--- config.mk ---
export PLATFORM = sky130hd
export DESIGN_NAME = mem_bus_arbiter
export DESIGN_NICKNAME = d
export VERILOG_FILES = /design/src/rtl/mem_bus_arbiter.sv
export SDC_FILE = /design/constraint.sdc
export NUM_CORES = 1
export LEC_CHECK = 0
export ABC_AREA = 1
export CORE_AREA = 2 2 286 288
export DETAILED_ROUTE_END_ITERATION = 10
export DIE_AREA = 0 0 288 290
export GPL_TIMING_DRIVEN = 0
export HOLD_SLACK_MARGIN = 0.15
export SYNTH_ARGS = -nofsm -noshare
export SYNTH_HDL_FRONTEND = slang
export SYNTH_SLANG_ARGS = --single-unit
--- constraint.sdc ---
create_clock -name clk -period 1.4 [get_ports clk]
set_input_delay 0.35 -clock clk [delete_from_list [all_inputs] [get_ports clk]]
set_output_delay 0.35 -clock clk [all_outputs]
set_load 0.005 [all_outputs]
--- src/rtl/mem_bus_arbiter.sv ---
// Arbiter for the shared external memory port between icache refills and dcache refill/write-back.
// Optional round-robin tie-break enabled by defining MEM_ARB_ROUND_ROBIN_EN; default is fixed dcache priority.
module mem_bus_arbiter #(
  parameter int unsigned ADDR_W = 32,
  parameter int unsigned LINE_W = 128
) (
  input  logic              clk,
  input  logic              rst,
  input  logic              i_req,
  input  logic [ADDR_W-1:0] i_addr,
  output logic              i_valid,
  output logic [LINE_W-1:0] i_rdata,
  input  logic              d_req,
  input  logic              d_we,
  input  logic [ADDR_W-1:0] d_addr,
  input  logic [LINE_W-1:0] d_wdata,
  output logic              d_valid,
  output logic [LINE_W-1:0] d_rdata,
  output logic              mem_req,
  output logic              mem_we,
  output logic [ADDR_W-1:0] mem_addr,
  output logic [LINE_W-1:0] mem_wdata,
  input  logic              mem_ack,
  input  logic [LINE_W-1:0] mem_rdata
);

  typedef enum logic [2:0] {
    IDLE   = 3'd0,
    BUSY_I = 3'd1,
    BUSY_D = 3'd2,
    RESP_I = 3'd3,
    RESP_D = 3'd4
  } state_e;

  state_e              state_q, state_d;
  logic                mem_req_q, mem_req_d;
  logic                mem_we_q, mem_we_d;
  logic [ADDR_W-1:0]   mem_addr_q, mem_addr_d;
  logic [LINE_W-1:0]   mem_wdata_q, mem_wdata_d;
  logic                i_valid_q, i_valid_d;
  logic                d_valid_q, d_valid_d;
  logic [LINE_W-1:0]   i_rdata_q, i_rdata_d;
  logic [LINE_W-1:0]   d_rdata_q, d_rdata_d;
  logic                grant_d_c;

`ifdef MEM_ARB_ROUND_ROBIN_EN
  // High when the icache won the most recent grant; reset value lets dcache win the first tie.
  logic rr_last_i_q, rr_last_i_d;

  assign grant_d_c = d_req && (!i_req || rr_last_i_q);

  always_comb begin
    rr_last_i_d = rr_last_i_q;
    if ((state_q == IDLE) && (i_req || d_req)) begin
      rr_last_i_d = !grant_d_c;
    end
  end

  always_ff @(posedge clk or negedge rst) begin
    if (!rst) begin
      rr_last_i_q <= 1'b1;
    end else begin
      rr_last_i_q <= rr_last_i_d;
    end
  end
`else
  assign grant_d_c = d_req;
`endif

  // State and datapath registers
  always_ff @(posedge clk or negedge rst) begin
    if (!rst) begin
      state_q     <= IDLE;
      mem_req_q   <= 1'b0;
      mem_we_q    <= 1'b0;
      mem_addr_q  <= '0;
      mem_wdata_q <= '0;
      i_valid_q   <= 1'b0;
      d_valid_q   <= 1'b0;
      i_rdata_q   <= '0;
      d_rdata_q   <= '0;
    end else begin
      state_q     <= state_d;
      mem_req_q   <= mem_req_d;
      mem_we_q    <= mem_we_d;
      mem_addr_q  <= mem_addr_d;
      mem_wdata_q <= mem_wdata_d;
      i_valid_q   <= i_valid_d;
      d_valid_q   <= d_valid_d;
      i_rdata_q   <= i_rdata_d;
      d_rdata_q   <= d_rdata_d;
    end
  end

  // Next-state and registered-output logic
  always_comb begin
    state_d     = state_q;
    mem_req_d   = mem_req_q;
    mem_we_d    = mem_we_q;
    mem_addr_d  = mem_addr_q;
    mem_wdata_d = mem_wdata_q;
    i_valid_d   = 1'b0;
    d_valid_d   = 1'b0;
    i_rdata_d   = i_rdata_q;
    d_rdata_d   = d_rdata_q;

    unique case (state_q)
      IDLE: begin
        if (i_req || d_req) begin
          mem_req_d = 1'b1;
          if (grant_d_c) begin
            mem_we_d    = d_we;
            mem_addr_d  = d_addr;
            mem_wdata_d = d_wdata;
            state_d     = BUSY_D;
          end else begin
            mem_we_d   = 1'b0;
            mem_addr_d = i_addr;
            state_d    = BUSY_I;
          end
        end
      end
      BUSY_I: begin
        if (mem_ack) begin
          mem_req_d = 1'b0;
          i_rdata_d = mem_rdata;
          i_valid_d = 1'b1;
          state_d   = RESP_I;
        end
      end
      BUSY_D: begin
        if (mem_ack) begin
          mem_req_d = 1'b0;
          // Write-backs leave the last refilled line in place.
          if (!mem_we_q) begin
            d_rdata_d = mem_rdata;
          end
          d_valid_d = 1'b1;
          state_d   = RESP_D;
        end
      end
      RESP_I, RESP_D: begin
        state_d = IDLE;
      end
      default: begin
        state_d   = IDLE;
        mem_req_d = 1'b0;
      end
    endcase
  end

  assign mem_req   = mem_req_q;
  assign mem_we    = mem_we_q;
  assign mem_addr  = mem_addr_q;
  assign mem_wdata = mem_wdata_q;
  assign i_valid   = i_valid_q;
  assign d_valid   = d_valid_q;
  assign i_rdata   = i_rdata_q;
  assign d_rdata   = d_rdata_q;

endmodule
### Yosys cells after proc, flatten, opt, wreduce, memory -nomap -nowiden

Cells that the tools add are included.

| word-level totals | value |
|---|---|
| bits in registers | 423 |
| word-level logic and storage cells | 42 |

| cells by class | value |
|---|---|
| equal/unequal tests | 8 |
| mux-type cells | 13 |
| bitwise operators | 2 |
| reductions and logical operators | 10 |

Operators with widths:

| operator | count |
|---|---|
| two-way mux 32 bit | 1 |
| AND reduction 3 bit | 4 |
| two-way mux 3 bit | 3 |
| case mux 3 bit (3 select lines) | 1 |
| equality test 3 x 2 -> 1 bit (second input constant) | 2 |
| two-way mux 1 bit | 6 |
| != test 2 bit (second input constant) | 3 |
| AND reduction 2 bit | 2 |
| OR reduction 2 bit | 2 |
| equality test 3 x 1 -> 1 bit (second input constant) | 1 |
| equality test 3 bit (second input constant) | 1 |
| zero test 3 bit | 1 |
| case mux 1 bit (3 select lines) | 1 |
| two-way mux 2 bit | 1 |
| != test 2 x 1 -> 1 bit (second input constant) | 1 |
| NOT 1 bit | 2 |
| logical OR 1 bit | 1 |

### Depth between registers and ports, before layout

| depth | value |
|---|---|
| word-level depth | 4 |
| mapped depth | 8 |
| gate-level depth less buffers | 6 |

### Worst setup path before layout

OpenSTA, ideal clock, no wires.

| timing | value |
|---|---|
| kind | flip-flop to flip-flop |
| from | register state_q[0] |
| to | register d_rdata_q[27], in the netlist d_rdata[27] |
| library setup time | 0.118 ns |
| data arrival time | 1.214 ns |
| data required time | 1.282 ns |
| path slack | 0.068 ns |
| stages on the path, launching flop included | 7 |
| buffers on the path | 2 |
| period minus slack after synthesis | 1.332 ns |
| cells stage by stage | dfrtp_1 nor3_2 nand2_1 buf_6 buf_2 nand2_1 o21ai_2 |

| between the ends | value |
|---|---|
| word-level cells in the longest chain between the ends | 2 |

Ends and longest elaborated chain:

| element | line | RTL |
|---|---|---|
| start, declared | 35 | `state_e state_q, state_d;` |
| start signal, assigned | 83 | `state_q <= state_d;` |
| equality test 3 x 2 -> 1 bit | 107 | `unique case (state_q)` |
| AND reduction 3 bit (no line) | -- |  |
| end signal, assigned | 91 | `d_rdata_q <= d_rdata_d;` |
| end, declared | 43 | `logic [LINE_W-1:0] d_rdata_q, d_rdata_d;` |

No other way between the ends.
A chain may end at the register's enable or synchronous reset.

### Worst setup path after layout

| timing | value |
|---|---|
| from | register state_q[2] |
| to | register mem_wdata_q[9], in the netlist mem_wdata[9] |

| between the ends | value |
|---|---|
| word-level cells in the longest chain between the ends | 2 |

Ends and longest elaborated chain:

| element | line | RTL |
|---|---|---|
| zero test 3 bit | 107 |  |
| AND reduction 3 bit (no line) | -- |  |
| end signal, assigned | 87 | `mem_wdata_q <= mem_wdata_d;` |
| end, declared | 39 | `logic [LINE_W-1:0] mem_wdata_q, mem_wdata_d;` |

No other way between the ends.

==> run_results.csv <==
group,metric,value,unit
floorplanning,fp.dieArea,0.0835,mm2
global_routing,grt_pass1_wl,99400,um
clock_network,numCtsBuffers,48,
floorplanning,die_h,290,um
place,post-dp-hpwl,51100,um
power,p_seq_frac,0.358,
sta,final_hold_viol_count,57,
setup_path,crit_buf_inv,6,
sta,fin_crit_sh,1.11,
clock_network,clkSinkCount,423,
sta,finalCriticalPeriod,1.56,ns
setup_path,path_delay_family,"buffers and inverters",
logic_synthesis,synth_area_per_cell,9.84,um2
power,peakVddDrop,1.19,mV
clock_network,clk_latency,0.60,ns
setup_path,crit_fanout,5,
finish,layout-drive-gt1-share,0.352,
setup_path,crit_chain,"inv_4 > buf_6 > nand3_4 > clkinv_8 > buf_6 > buf_6 > clkbuf_16 > nand2_2 > nand2_2",
route,ant_nets,0,
route,via_per_inst,4.04,
floorplanning,ios,746,
power,internal_power,37700,uW
setup_path,worstRegToRegCells,9,
sta,hold_ws,-0.330,ns
logic_synthesis,synth-seq-area-share,0.629,
place,port_buffers,745,
global_routing,overflow,0,
job,maxCapViolCount,0,
power,pwr-share-clk,0.219,
route,totalWireLength,70400,um
global_routing,top_usage_layer,"met2",
power,p_leak,0.0141,uW
clock_network,clock_path_buffers,3,
logic_synthesis,netlist_instances,1711,
global_routing,grt_max_degree,110,
floorplanning,die-width,288,um
global_routing,first_global_vias,15124,
clock_network,cts_root_buf,"clkbuf_16",
clock_network,htreeDepth,2,
power,switchingPower,20900,uW
setup_path,cp.arrival,2.01,ns
clock_network,clkTransAtPathRegs,0.06,ns
power,swShare,0.357,
setup_path,slowest_stage,"dfrtp_2",
setup_path,crit_type,"register to register",
sta,final-setup-viol-count,781,
place,pre_cts_slack,-1.16,ns
setup_path,cp_common_cell,"buf_6",
logic_synthesis,syn-num-nets,2037,
route,detail_route.drc_violations,0,
route,drtIter0Drc,816,
route,routed-via-count,15030,
global_routing,met1_usage,0.184,
global_routing,grt_usage,0.158,
floorplanning,initial_core_util,0.210,
logic_synthesis,ys_seq_elements,423,
status,violations,"negative hold slack, negative setup slack",
finish,syn_to_final_growth,62.2,%
logic_synthesis,syn_area,0.0168,mm2
logic_synthesis,synth_cell_types,22,
power,comb_power_share,0.423,
floorplanning,fp-row-count,104,
sta,timing.fmax,643,MHz
setup_path,crit_path_end_kind,"register",
setup_path,start_kind,"register",
sta,tightest_slew,0.618,ns
route,firstDrtPassIters,5,
setup_path,cpPeakStageDelay,0.43,ns
power,pwr_density_cell,2150,mW/mm2
place,gp_congestion,0.818,
finish,nets,2955,
setup_path,cp.depth,9,
route,wl_per_cell,18.9,um
sta,rsz0062_at_grt,"true",
sta,clock_skew,0.0485,ns
sta,slew_headroom,0.588,
floorplanning,core_region_area,0.0802,mm2
global_routing,antenna_found_initial,5,
clock_network,cts_tree,"done",
global_routing,grt_util_met2,0.270,
setup_path,cp_data_required_time,1.85,ns
logic_synthesis,synth.yosys.warnings,0,
status,status,"finished, violations left",
global_routing,grt_use_met3,0.0489,
sta,slew_viol_final,0,
sta,fin_ws,-0.155,ns
min_path,holdCritPathClass,"input port to asynchronous set/reset pin",
power,p_total,58700,uW
==> cell usage in the layout (no fill, tap or decap), drive strengths merged <==
master         count
clkbuf            91
dlymetal6s2s       1
nor4               2
buf              617
nand2            686
clkinv             9
a21oi              1
o21ai            321
nor2               4
nor3               1
clkinvlp           2
nand3              7
o21a               1
dlygate4sd3        2
dfrtp            423
diode              1
nand3b             1
inv              135
or2               32
clkdlybuf4s50    322
bufinv             4
==> layout make-up <==
type                            count  area [um2]
Antenna cell                        1        2.50
Timing Repair Buffer              868        6900
Clock inverter                     15         203
Sequential cell                   423       10600
Fill cell                        8298       52800
Multi-Input combinational cell   1056        5200
Buffer                             97        1190
Tap cell                         1060        1330
Clock buffer                       68        1380
Inverter                          135         527
==> synthesized netlist by cell type, drive strengths merged <==
cell	number	area, um2
clkbuf	13	48.8
nand2	686	2580
buf	84	712
or2	32	200
nor4	2	12.5
nor2	4	22.5
a21oi	1	5.00
dfrtp	423	10600
nand3	7	45.0
inv	135	507
nand3b	1	7.51
o21a	1	7.51
nor3	1	10.0
o21ai	321	2090
==> kinds of logic (layout without fill, tap and decap cells) <==
family	after synthesis	after routing	share of synthesized area
AO/OA/AOI/OAI	323	323	0.125
buffers and inverters	232	1183	0.0753
flip-flops	423	423	0.629
other	0	1	0
AND/OR/NAND/NOR	733	733	0.171
==> per-layer routing <==
layer  up-vias  share of wire  wire length [um]
li1       7195              -                 -
met1      7193           0.39             27400
met2       539           0.49             34500
met3       103          0.087              6110
met4         0          0.033              2350
met5         -              0                 0
==> flip-flops by register name (all words and copies together), names as in the netlist <==
register and cells:
d_rdata 128, d_valid 1, i_rdata 128, i_valid 1, mem_addr 32, mem_req 1, mem_wdata 128, mem_we 1
state_q 3
==> power by group through the flow <==
stage | clock network, uW | registers (uW) | logic [uW]
finish | 12800 | 21000 | 24800
CTS | 13200 | 20900 | 23900
global route | 13700 | 21700 | 27300
floorplan | 0 | 21300 | 8710
detailed placement | 0 | 21100 | 26000
global placement | 0 | 21200 | 25700
==> metrics by stage <==
stage,std cells,instance area (um2),util,TNS (ns),hold slack (ns)
final,3723,27300,0.341,-38.17,-0.330
after global routing,3723,27300,0.341,-93.40,-0.320
after CTS,3695,26500,0.331,-67.51,-0.353
after detailed placement,3520,25700,0.321,-403.33,0.309
after global placement,3516,25600,0.320,-8696.82,0.462
after floorplan,1711,16800,-,0,0.0544
==> path summary, 6_finish.rpt <==
check | start | end | slack, ns
min in group clk | d_wdata[41] | mem_wdata[41] | 0.28
max | state_q[2] | mem_wdata[9] | -0.16
min reg2reg | mem_wdata[6] | mem_wdata[6] | 0.47
min | rst | mem_wdata[56] | -0.33
max in group asynchronous | rst | mem_we | 0.10
max reg2reg | state_q[2] | mem_wdata[9] | -0.16
==> what timing repair did <==
item	4_1_cts	5_1_grt
buffers inserted	90	14
gates cloned	2	11
pin swaps	3	5
gates resized for setup	1846	140
endpoints found under the hold margin	83	59
endpoints found under the setup margin	906	907
(Power assumes the default switching activity.)
